## src/rtl/alu_seq_n_if.sv

```systemverilog
// Issue/writeback handshake bundle for alu_seq_n.
// The issue stage drives the master side and the ALU implements the slave side.
interface alu_seq_n_if #(parameter int WIDTH = 16);
  logic             in_valid;
  logic             in_ready;
  logic [4:0]       op;
  logic [WIDTH-1:0] a;
  logic [WIDTH-1:0] b;
  logic             out_valid;
  logic             out_ready;
  logic [WIDTH-1:0] result;
  logic [5:0]       status;
  logic             err;

  modport master (
    output in_valid, op, a, b, out_ready,
    input  in_ready, out_valid, result, status, err
  );

  modport slave (
    input  in_valid, op, a, b, out_ready,
    output in_ready, out_valid, result, status, err
  );
endinterface

```

## src/rtl/alu_seq_n.sv

```systemverilog
// Handshaked sequential ALU with a persistent {PF,AF,OF,SF,ZF,CF} status register.
// Shifts and rotates advance one bit per cycle; all other ops complete in one cycle.
module alu_seq_n #(
  parameter int WIDTH = 16
) (
  input  logic       clk,
  input  logic       rst_n,
  alu_seq_n_if.slave bus
);
  localparam int CW = $clog2(WIDTH);

  localparam logic [4:0] OP_INC = 5'b00001;
  localparam logic [4:0] OP_DEC = 5'b00011;
  localparam logic [4:0] OP_ADD = 5'b00100;
  localparam logic [4:0] OP_ADC = 5'b00101;
  localparam logic [4:0] OP_SUB = 5'b00110;
  localparam logic [4:0] OP_SBB = 5'b00111;
  localparam logic [4:0] OP_AND = 5'b01000;
  localparam logic [4:0] OP_OR  = 5'b01001;
  localparam logic [4:0] OP_XOR = 5'b01010;
  localparam logic [4:0] OP_NOT = 5'b01011;
  localparam logic [4:0] OP_SHL = 5'b10000;
  localparam logic [4:0] OP_SHR = 5'b10001;
  localparam logic [4:0] OP_SAL = 5'b10010;
  localparam logic [4:0] OP_SAR = 5'b10011;
  localparam logic [4:0] OP_ROL = 5'b10100;
  localparam logic [4:0] OP_ROR = 5'b10101;
  localparam logic [4:0] OP_RCL = 5'b10110;
  localparam logic [4:0] OP_RCR = 5'b10111;

  localparam logic [WIDTH-1:0] ONE = WIDTH'(1);

  typedef enum logic [1:0] {IDLE, EXEC, DONE} state_t;

  state_t state;
  state_t state_next;

  logic [4:0]       op_q;
  logic [WIDTH-1:0] work_q;
  logic             work_cf_q;
  logic [CW-1:0]    cnt_q;
  logic             single_q;
  logic             a_msb_q;
  logic [WIDTH-1:0] result_q;
  logic [5:0]       status_q;
  logic             err_q;

  logic             accept;
  logic             go_exec;
  logic             last_step;
  logic [CW-1:0]    cnt_in;

  logic [WIDTH-1:0] opnd;
  logic             cin;
  logic             sub;
  logic [WIDTH:0]   sum;
  logic             arith_of;
  logic             arith_af;

  logic [WIDTH-1:0] imm_result;
  logic [5:0]       imm_status;
  logic             imm_err;

  logic [WIDTH-1:0] step_val;
  logic             step_cf;
  logic             one_of;
  logic [5:0]       fin_status;

  function automatic logic [5:0] pack_flags(input logic [WIDTH-1:0] r,
                                            input logic cf,
                                            input logic of,
                                            input logic af);
    return {~^r[7:0], af, of, r[WIDTH-1], (r == '0), cf};
  endfunction

  assign cnt_in    = bus.b[CW-1:0];
  assign accept    = bus.in_valid && (state == IDLE);
  assign go_exec   = (bus.op[4:3] == 2'b10) && (cnt_in != '0);
  assign last_step = (state == EXEC) && (cnt_q == CW'(1));

  always_ff @(posedge clk or negedge rst_n) begin
    if (!rst_n) begin
      state <= IDLE;
    end else begin
      state <= state_next;
    end
  end

  always_comb begin
    state_next = state;
    case (state)
      IDLE: begin
        if (bus.in_valid) begin
          state_next = go_exec ? EXEC : DONE;
        end
      end
      EXEC: begin
        if (cnt_q == CW'(1)) begin
          state_next = DONE;
        end
      end
      DONE: begin
        if (bus.out_ready) begin
          state_next = IDLE;
        end
      end
      default: state_next = IDLE;
    endcase
  end

  always_comb begin
    bus.in_ready  = (state == IDLE);
    bus.out_valid = (state == DONE);
  end

  assign bus.result = result_q;
  assign bus.status = status_q;
  assign bus.err    = err_q;

  // Add/subtract share one adder; INC/DEC use a constant one as operand B.
  always_comb begin
    opnd = '0;
    cin  = 1'b0;
    sub  = 1'b0;
    case (bus.op)
      OP_INC: opnd = ONE;
      OP_DEC: begin
        opnd = ONE;
        sub  = 1'b1;
      end
      OP_ADD: opnd = bus.b;
      OP_ADC: begin
        opnd = bus.b;
        cin  = status_q[0];
      end
      OP_SUB: begin
        opnd = bus.b;
        sub  = 1'b1;
      end
      OP_SBB: begin
        opnd = bus.b;
        cin  = status_q[0];
        sub  = 1'b1;
      end
      default: ;
    endcase
  end

  assign sum = sub ? ({1'b0, bus.a} - {1'b0, opnd} - {{WIDTH{1'b0}}, cin})
                   : ({1'b0, bus.a} + {1'b0, opnd} + {{WIDTH{1'b0}}, cin});

  assign arith_of = (sub ? (bus.a[WIDTH-1] != opnd[WIDTH-1])
                         : (bus.a[WIDTH-1] == opnd[WIDTH-1]))
                    && (sum[WIDTH-1] != bus.a[WIDTH-1]);
  assign arith_af = bus.a[4] ^ opnd[4] ^ sum[4];

  always_comb begin
    imm_result = '0;
    imm_status = status_q;
    imm_err    = 1'b0;
    case (bus.op)
      OP_INC, OP_DEC: begin
        imm_result = sum[WIDTH-1:0];
        imm_status = pack_flags(sum[WIDTH-1:0], status_q[0], arith_of, arith_af);
      end
      OP_ADD, OP_ADC, OP_SUB, OP_SBB: begin
        imm_result = sum[WIDTH-1:0];
        imm_status = pack_flags(sum[WIDTH-1:0], sum[WIDTH], arith_of, arith_af);
      end
      OP_AND: begin
        imm_result = bus.a & bus.b;
        imm_status = pack_flags(bus.a & bus.b, 1'b0, 1'b0, 1'b0);
      end
      OP_OR: begin
        imm_result = bus.a | bus.b;
        imm_status = pack_flags(bus.a | bus.b, 1'b0, 1'b0, 1'b0);
      end
      OP_XOR: begin
        imm_result = bus.a ^ bus.b;
        imm_status = pack_flags(bus.a ^ bus.b, 1'b0, 1'b0, 1'b0);
      end
      OP_NOT: begin
        imm_result = ~bus.a;
        imm_status = pack_flags(~bus.a, 1'b0, 1'b0, 1'b0);
      end
      OP_SHL, OP_SHR, OP_SAL, OP_SAR, OP_ROL, OP_ROR, OP_RCL, OP_RCR: begin
        imm_result = bus.a;
      end
      default: imm_err = 1'b1;
    endcase
  end

  // One bit of shift/rotate; RCL/RCR treat {work_cf_q, work_q} as a WIDTH+1 ring.
  always_comb begin
    step_val = work_q;
    step_cf  = work_cf_q;
    case (op_q)
      OP_SHL, OP_SAL: begin
        step_val = {work_q[WIDTH-2:0], 1'b0};
        step_cf  = work_q[WIDTH-1];
      end
      OP_SHR: begin
        step_val = {1'b0, work_q[WIDTH-1:1]};
        step_cf  = work_q[0];
      end
      OP_SAR: begin
        step_val = {work_q[WIDTH-1], work_q[WIDTH-1:1]};
        step_cf  = work_q[0];
      end
      OP_ROL: begin
        step_val = {work_q[WIDTH-2:0], work_q[WIDTH-1]};
        step_cf  = work_q[WIDTH-1];
      end
      OP_ROR: begin
        step_val = {work_q[0], work_q[WIDTH-1:1]};
        step_cf  = work_q[0];
      end
      OP_RCL: begin
        step_val = {work_q[WIDTH-2:0], work_cf_q};
        step_cf  = work_q[WIDTH-1];
      end
      OP_RCR: begin
        step_val = {work_cf_q, work_q[WIDTH-1:1]};
        step_cf  = work_q[0];
      end
      default: ;
    endcase
  end

  // OF is only defined for a single-bit shift; multi-bit shifts clear it.
  always_comb begin
    one_of     = 1'b0;
    fin_status = status_q;
    case (op_q)
      OP_SHL, OP_SAL, OP_SHR, OP_SAR: begin
        if (op_q == OP_SHR) begin
          one_of = a_msb_q;
        end else if (op_q != OP_SAR) begin
          one_of = step_val[WIDTH-1] ^ step_cf;
        end
        fin_status = pack_flags(step_val, step_cf, single_q & one_of, status_q[4]);
      end
      OP_ROL, OP_RCL: begin
        one_of     = step_val[WIDTH-1] ^ step_cf;
        fin_status = {status_q[5:4], single_q & one_of, status_q[2:1], step_cf};
      end
      OP_ROR, OP_RCR: begin
        one_of     = step_val[WIDTH-1] ^ step_val[WIDTH-2];
        fin_status = {status_q[5:4], single_q & one_of, status_q[2:1], step_cf};
      end
      default: ;
    endcase
  end

  always_ff @(posedge clk or negedge rst_n) begin
    if (!rst_n) begin
      op_q      <= '0;
      work_q    <= '0;
      work_cf_q <= 1'b0;
      cnt_q     <= '0;
      single_q  <= 1'b0;
      a_msb_q   <= 1'b0;
      result_q  <= '0;
      status_q  <= '0;
      err_q     <= 1'b0;
    end else if (accept) begin
      op_q      <= bus.op;
      work_q    <= bus.a;
      work_cf_q <= status_q[0];
      cnt_q     <= cnt_in;
      single_q  <= (cnt_in == CW'(1));
      a_msb_q   <= bus.a[WIDTH-1];
      if (!go_exec) begin
        result_q <= imm_result;
        status_q <= imm_status;
        err_q    <= imm_err;
      end
    end else if (state == EXEC) begin
      work_q    <= step_val;
      work_cf_q <= step_cf;
      cnt_q     <= cnt_q - CW'(1);
      if (last_step) begin
        result_q <= step_val;
        status_q <= fin_status;
        err_q    <= 1'b0;
      end
    end
  end
endmodule

```

## src/flat_wrapper.sv

```systemverilog
// flat-port wrapper written by rule: the top's interface ports become plain ports
module alu_seq_n_flat 
#(
  parameter int WIDTH = 16
)
  (clk, rst_n, bus_in_valid, bus_op, bus_a, bus_b, bus_out_ready, bus_in_ready, bus_out_valid, bus_result, bus_status, bus_err);
  alu_seq_n_if #(.WIDTH(WIDTH)) bus_i ();
  input  logic clk;
  input  logic rst_n;
  input wire logic [$bits(bus_i.in_valid)-1:0] bus_in_valid;
  input wire logic [$bits(bus_i.op)-1:0] bus_op;
  input wire logic [$bits(bus_i.a)-1:0] bus_a;
  input wire logic [$bits(bus_i.b)-1:0] bus_b;
  input wire logic [$bits(bus_i.out_ready)-1:0] bus_out_ready;
  output wire logic [$bits(bus_i.in_ready)-1:0] bus_in_ready;
  output wire logic [$bits(bus_i.out_valid)-1:0] bus_out_valid;
  output wire logic [$bits(bus_i.result)-1:0] bus_result;
  output wire logic [$bits(bus_i.status)-1:0] bus_status;
  output wire logic [$bits(bus_i.err)-1:0] bus_err;
  assign bus_i.in_valid = bus_in_valid;
  assign bus_i.op = bus_op;
  assign bus_i.a = bus_a;
  assign bus_i.b = bus_b;
  assign bus_i.out_ready = bus_out_ready;
  assign bus_in_ready = bus_i.in_ready;
  assign bus_out_valid = bus_i.out_valid;
  assign bus_result = bus_i.result;
  assign bus_status = bus_i.status;
  assign bus_err = bus_i.err;
  alu_seq_n #(.WIDTH(WIDTH)) u_core (.clk(clk), .rst_n(rst_n), .bus(bus_i));
endmodule
```

## config.mk

```make
export PLATFORM = sky130hd
export DESIGN_NAME = alu_seq_n_flat
export DESIGN_NICKNAME = d
export VERILOG_FILES = /design/src/rtl/alu_seq_n_if.sv /design/src/rtl/alu_seq_n.sv /design/src/flat_wrapper.sv
export SDC_FILE = /design/constraint.sdc
export NUM_CORES = 1
export LEC_CHECK = 0
export ABC_AREA = 0
export BUFFER_PORTS_ARGS = -buffer_cell sky130_fd_sc_hd__buf_4
export CAP_MARGIN = 20
export CORE_UTILIZATION = 40
export DETAILED_ROUTE_END_ITERATION = 7
export MAX_ROUTING_LAYER = met4
export PLACE_DENSITY = 0.65
export SYNTH_ARGS = -nofsm -noshare
export SYNTH_HDL_FRONTEND = slang
export SYNTH_SLANG_ARGS = --single-unit
export TNS_END_PERCENT = 100
```

## constraint.sdc

```tcl
create_clock -name clk -period 5.65 [get_ports clk]
set_input_delay 1.13 -clock clk [delete_from_list [all_inputs] [get_ports clk]]
set_output_delay 1.13 -clock clk [all_outputs]
set_load 0.02 [all_outputs]
```

==> results_dict.tcl <==
set metrics [dict create \
    synth_enable_flop_cells 0 \
    wl_per_cell_um 19.50 \
    grt_max_degree 54 \
    p_sw_uw 1451 \
    num_rows 48 \
    cts_buffer_depth 2 \
    ir_drop_mv 0.2398 \
    fmax_mhz 199.7 \
    die_h_um 135.8 \
    r2r-end "u_core.bus.status[1]$_DFFE_PN0P_" \
    synth_largest_area_cell "dfrtp_1" \
    period_needed_ps 5008 \
    clock-sinks 53 \
    setup-tns-final_ps 0 \
    n_antenna_cell 0 \
    yosys.area_share.simple 0.1878 \
    synth_mux_area_frac 0.06307 \
    drtIter0Drc 576 \
    drive_gt1_frac 0.1148 \
    ys.warnings.count 0 \
    synth_cell_types 70 \
    firstDrtPassIters 5 \
    reg2reg_slack_ps 1480 \
    yosysMostFrequentCell "a21oi_1" \
    clk_pin_slew_ps 70 \
    hold_buffers 0 \
    antenna_found_initial 0 \
    synth_area_leaders "dfrtp_1, ha_1, a21oi_1" \
    p_clk_frac 0.103 \
    port_buffers 65 \
    crit_type "primary input to flip-flop" \
    synth-seq-area-share 0.1852 \
    hp-start "u_core.bus.result[2]$_DFFE_PN0P_" \
    cp_slowest_cell "or4_1" \
    ff_latch_area_um2 1326 \
    drcViolationCount 0 \
    synth_xor_area_frac 0.05748 \
    synth_compound_area_frac 0.2350 \
    synth_common_cells "a21oi_1, ha_1, inv_1" \
    ctsResizeCount 0 \
    synth_top_family_by_area "compound AO/OA/AOI/OAI gates" \
    finClkSkew_ps 3.172 \
    cap_violations 0 \
    dp_cells 1200 \
    endpoint_kind "flip-flop" \
    startpoint_type "primary input" \
    dp_hpwl_mm 18.60 \
    cts_setup_buffers 0 \
    cts_buffers 5 \
    via_count 7062 \
    fin_area_um2 8029 \
    cts_root_buf "clkbuf_16" \
    slew_headroom 0.2785 \
    insertion_delay_ps 290 \
    fillerInstances 1782 \
    report.final.slew_viol_count 0 \
    synth_adder_area_share 0.1908 \
    cts_tree "built" \
    crit_chain "buf_4 > nor2_1 > and2_1 > nand3_1 > xor2_1 > ha_1 > a21o_1 > ha_1 > o21ai_0 > nand2_1 > a21o_1 > a21o_1 > xor2_1 > o21ai_0 > ha_1 > nand4_1 > or4_1 > o41ai_2 > o221a_1" \
    rr_startpoint "u_core.bus.status[0]$_DFFE_PN0P_" \
    path_max_fanout 5 \
    syn_avg_cell_area_um2 7.587 \
    hold_path_end "u_core.bus.result[2]$_DFFE_PN0P_" \
    reg2reg_depth 16 \
    slowest_delay_ps 540 \
    synth-seq-cells 53 \
    internal_power_uw 1520 \
    final_net_count 1132 \
    worst-path-buf-inv 1 \
    routed_wl_mm 23.57 \
    worstPathRequired_ps 5880 \
    synth-async-reset-ratio 1.000 \
    gp_congestion 0.9597 \
    min_path_type "flip-flop to flip-flop" \
    core_area_um2 17420 \
    synthCells 944 \
    grt_usage 0.2674 \
    antenna_left 0 \
    multiInputGateArea_um2 5268 \
    setup_viol 0 \
    cts.htree.levels 2 \
    ys.flop_type "dfrtp_1" \
    cp_data_arrival_time_ps 5240 \
    stdcell_count 1209 \
    dieWidth_um 135.8 \
    switching_share 0.4884 \
    worst_pin_slew_ps 1082 \
    die-area_um2 18440 \
    combPwrFrac 0.625 \
    grt_pass1_wl_mm 36.46 \
    cpLargestDelayFamily "compound AO/OA/AOI/OAI gates" \
    synth_top_area_frac 0.1852 \
    power.density_nw_per_um2 370.0 \
    dpl_cell_area_um2 7859 \
    hold_path_depth 1 \
    area_delta_synth_final_pct 12.11 \
    finalHoldViolCount 0 \
    synth_fp_nets 1093 \
    power_frac_seq 0.271 \
    finalCritPeriodShare 0.8863 \
    leakage_uw 0.003736 \
    grt_setup_unrepaired "no" \
    initial_core_util 0.4112 \
    run_status "finished clean" \
    syn_area_um2 7162 \
    overflow 0 \
    grt_pass1_vias 6685 \
    io_pins 66 \
    crit_cells 19 \
    vias_per_cell 5.841 \
]
==> registers in the layout, summed over array words and instances (netlist names) <==
signal,count
u_core.bus.result,16
u_core.bus.status,6
u_core.cnt_q,4
u_core.bus.err,1
u_core.work_q,16
u_core.state,2
u_core.a_msb_q,1
u_core.single_q,1
u_core.work_cf_q,1
u_core.op_q,5
==> per-layer routing <==
layer | vias to the layer above | GRT usage | share of wire
met3 | 76 | 0.04325 | 0.065
met1 | 3285 | 0.3393 | 0.44
met4 | 0 | 0.1355 | 0.050
met2 | 279 | 0.4090 | 0.44
li1 | 3422 | - | -
met5 | - | - | 0
==> through the flow <==
| step | util | setup slack, ps | hold slack [ps] | total power, uW |
|---|---|---|---|---|
| floorplan | - | 772.9 | 441.9 | 2029 |
| global placement | 0.4512 | 421.2 | 476.3 | 2589 |
| detailed placement | 0.4512 | 385.6 | 482.8 | 2614 |
| CTS | 0.4594 | 683.2 | 505.0 | 2931 |
| global route | 0.4610 | 412.1 | 520.0 | 3208 |
| finish | 0.4610 | 642.3 | 498.6 | 2971 |
==> cell usage in the layout, fill, tap and decap left out, drive strengths merged, types with 19 or more instances in the layout <==
master / Yosys / layout
and3: 19 / 19
a21oi: 108 / 108
buf: 13 / 80
mux2i: 29 / 29
o21ai: 48 / 48
xnor2: 38 / 38
dfrtp: 53 / 53
nand2: 65 / 65
inv: 103 / 103
o22ai: 21 / 21
nor2: 99 / 99
ha: 106 / 106
==> worst max-delay path by stage <==
| stage | end | slack [ps] | startpoint |
|---|---|---|---|
| floorplan | u_core.bus.status[1]$_DFFE_PN0P_ | 770 | bus_op[0] |
| CTS | u_core.bus.status[1]$_DFFE_PN0P_ | 680 | bus_op[4] |
| detailed placement | u_core.bus.status[1]$_DFFE_PN0P_ | 390 | bus_op[4] |
| finish | u_core.bus.status[1]$_DFFE_PN0P_ | 640 | bus_op[4] |
| global route | u_core.bus.status[1]$_DFFE_PN0P_ | 410 | bus_op[4] |
| global placement | u_core.bus.status[1]$_DFFE_PN0P_ | 420 | bus_op[4] |
==> kinds of logic after synthesis <==
family | after synthesis
XOR/XNOR | 47
AO/OA/AOI/OAI | 269
flip-flops | 53
AND/OR/NAND/NOR | 278
multiplexers | 37
buffers and inverters | 152
adder cells (fa/ha/maj) | 108
==> layout make-up <==
class,instances,area share
multi-input combinational,739,0.6561
sequential,53,0.1652
timing repair buffer,80,0.07729
inverter,104,0.04862
tap,225,0.03506
clock buffer,5,0.01558
clock inverter,3,0.002182
==> power by group through the flow <==
stage	combinational [uW]	clock [uW]	sequential [uW]
2_1_floorplan	1220	0	811
3_3_place_gp	1790	0	804
3_5_place_dp	1810	0	807
4_1_cts	1820	311	801
5_1_grt	2040	329	839
6_report	1860	307	806
(Power assumes the default switching activity.)
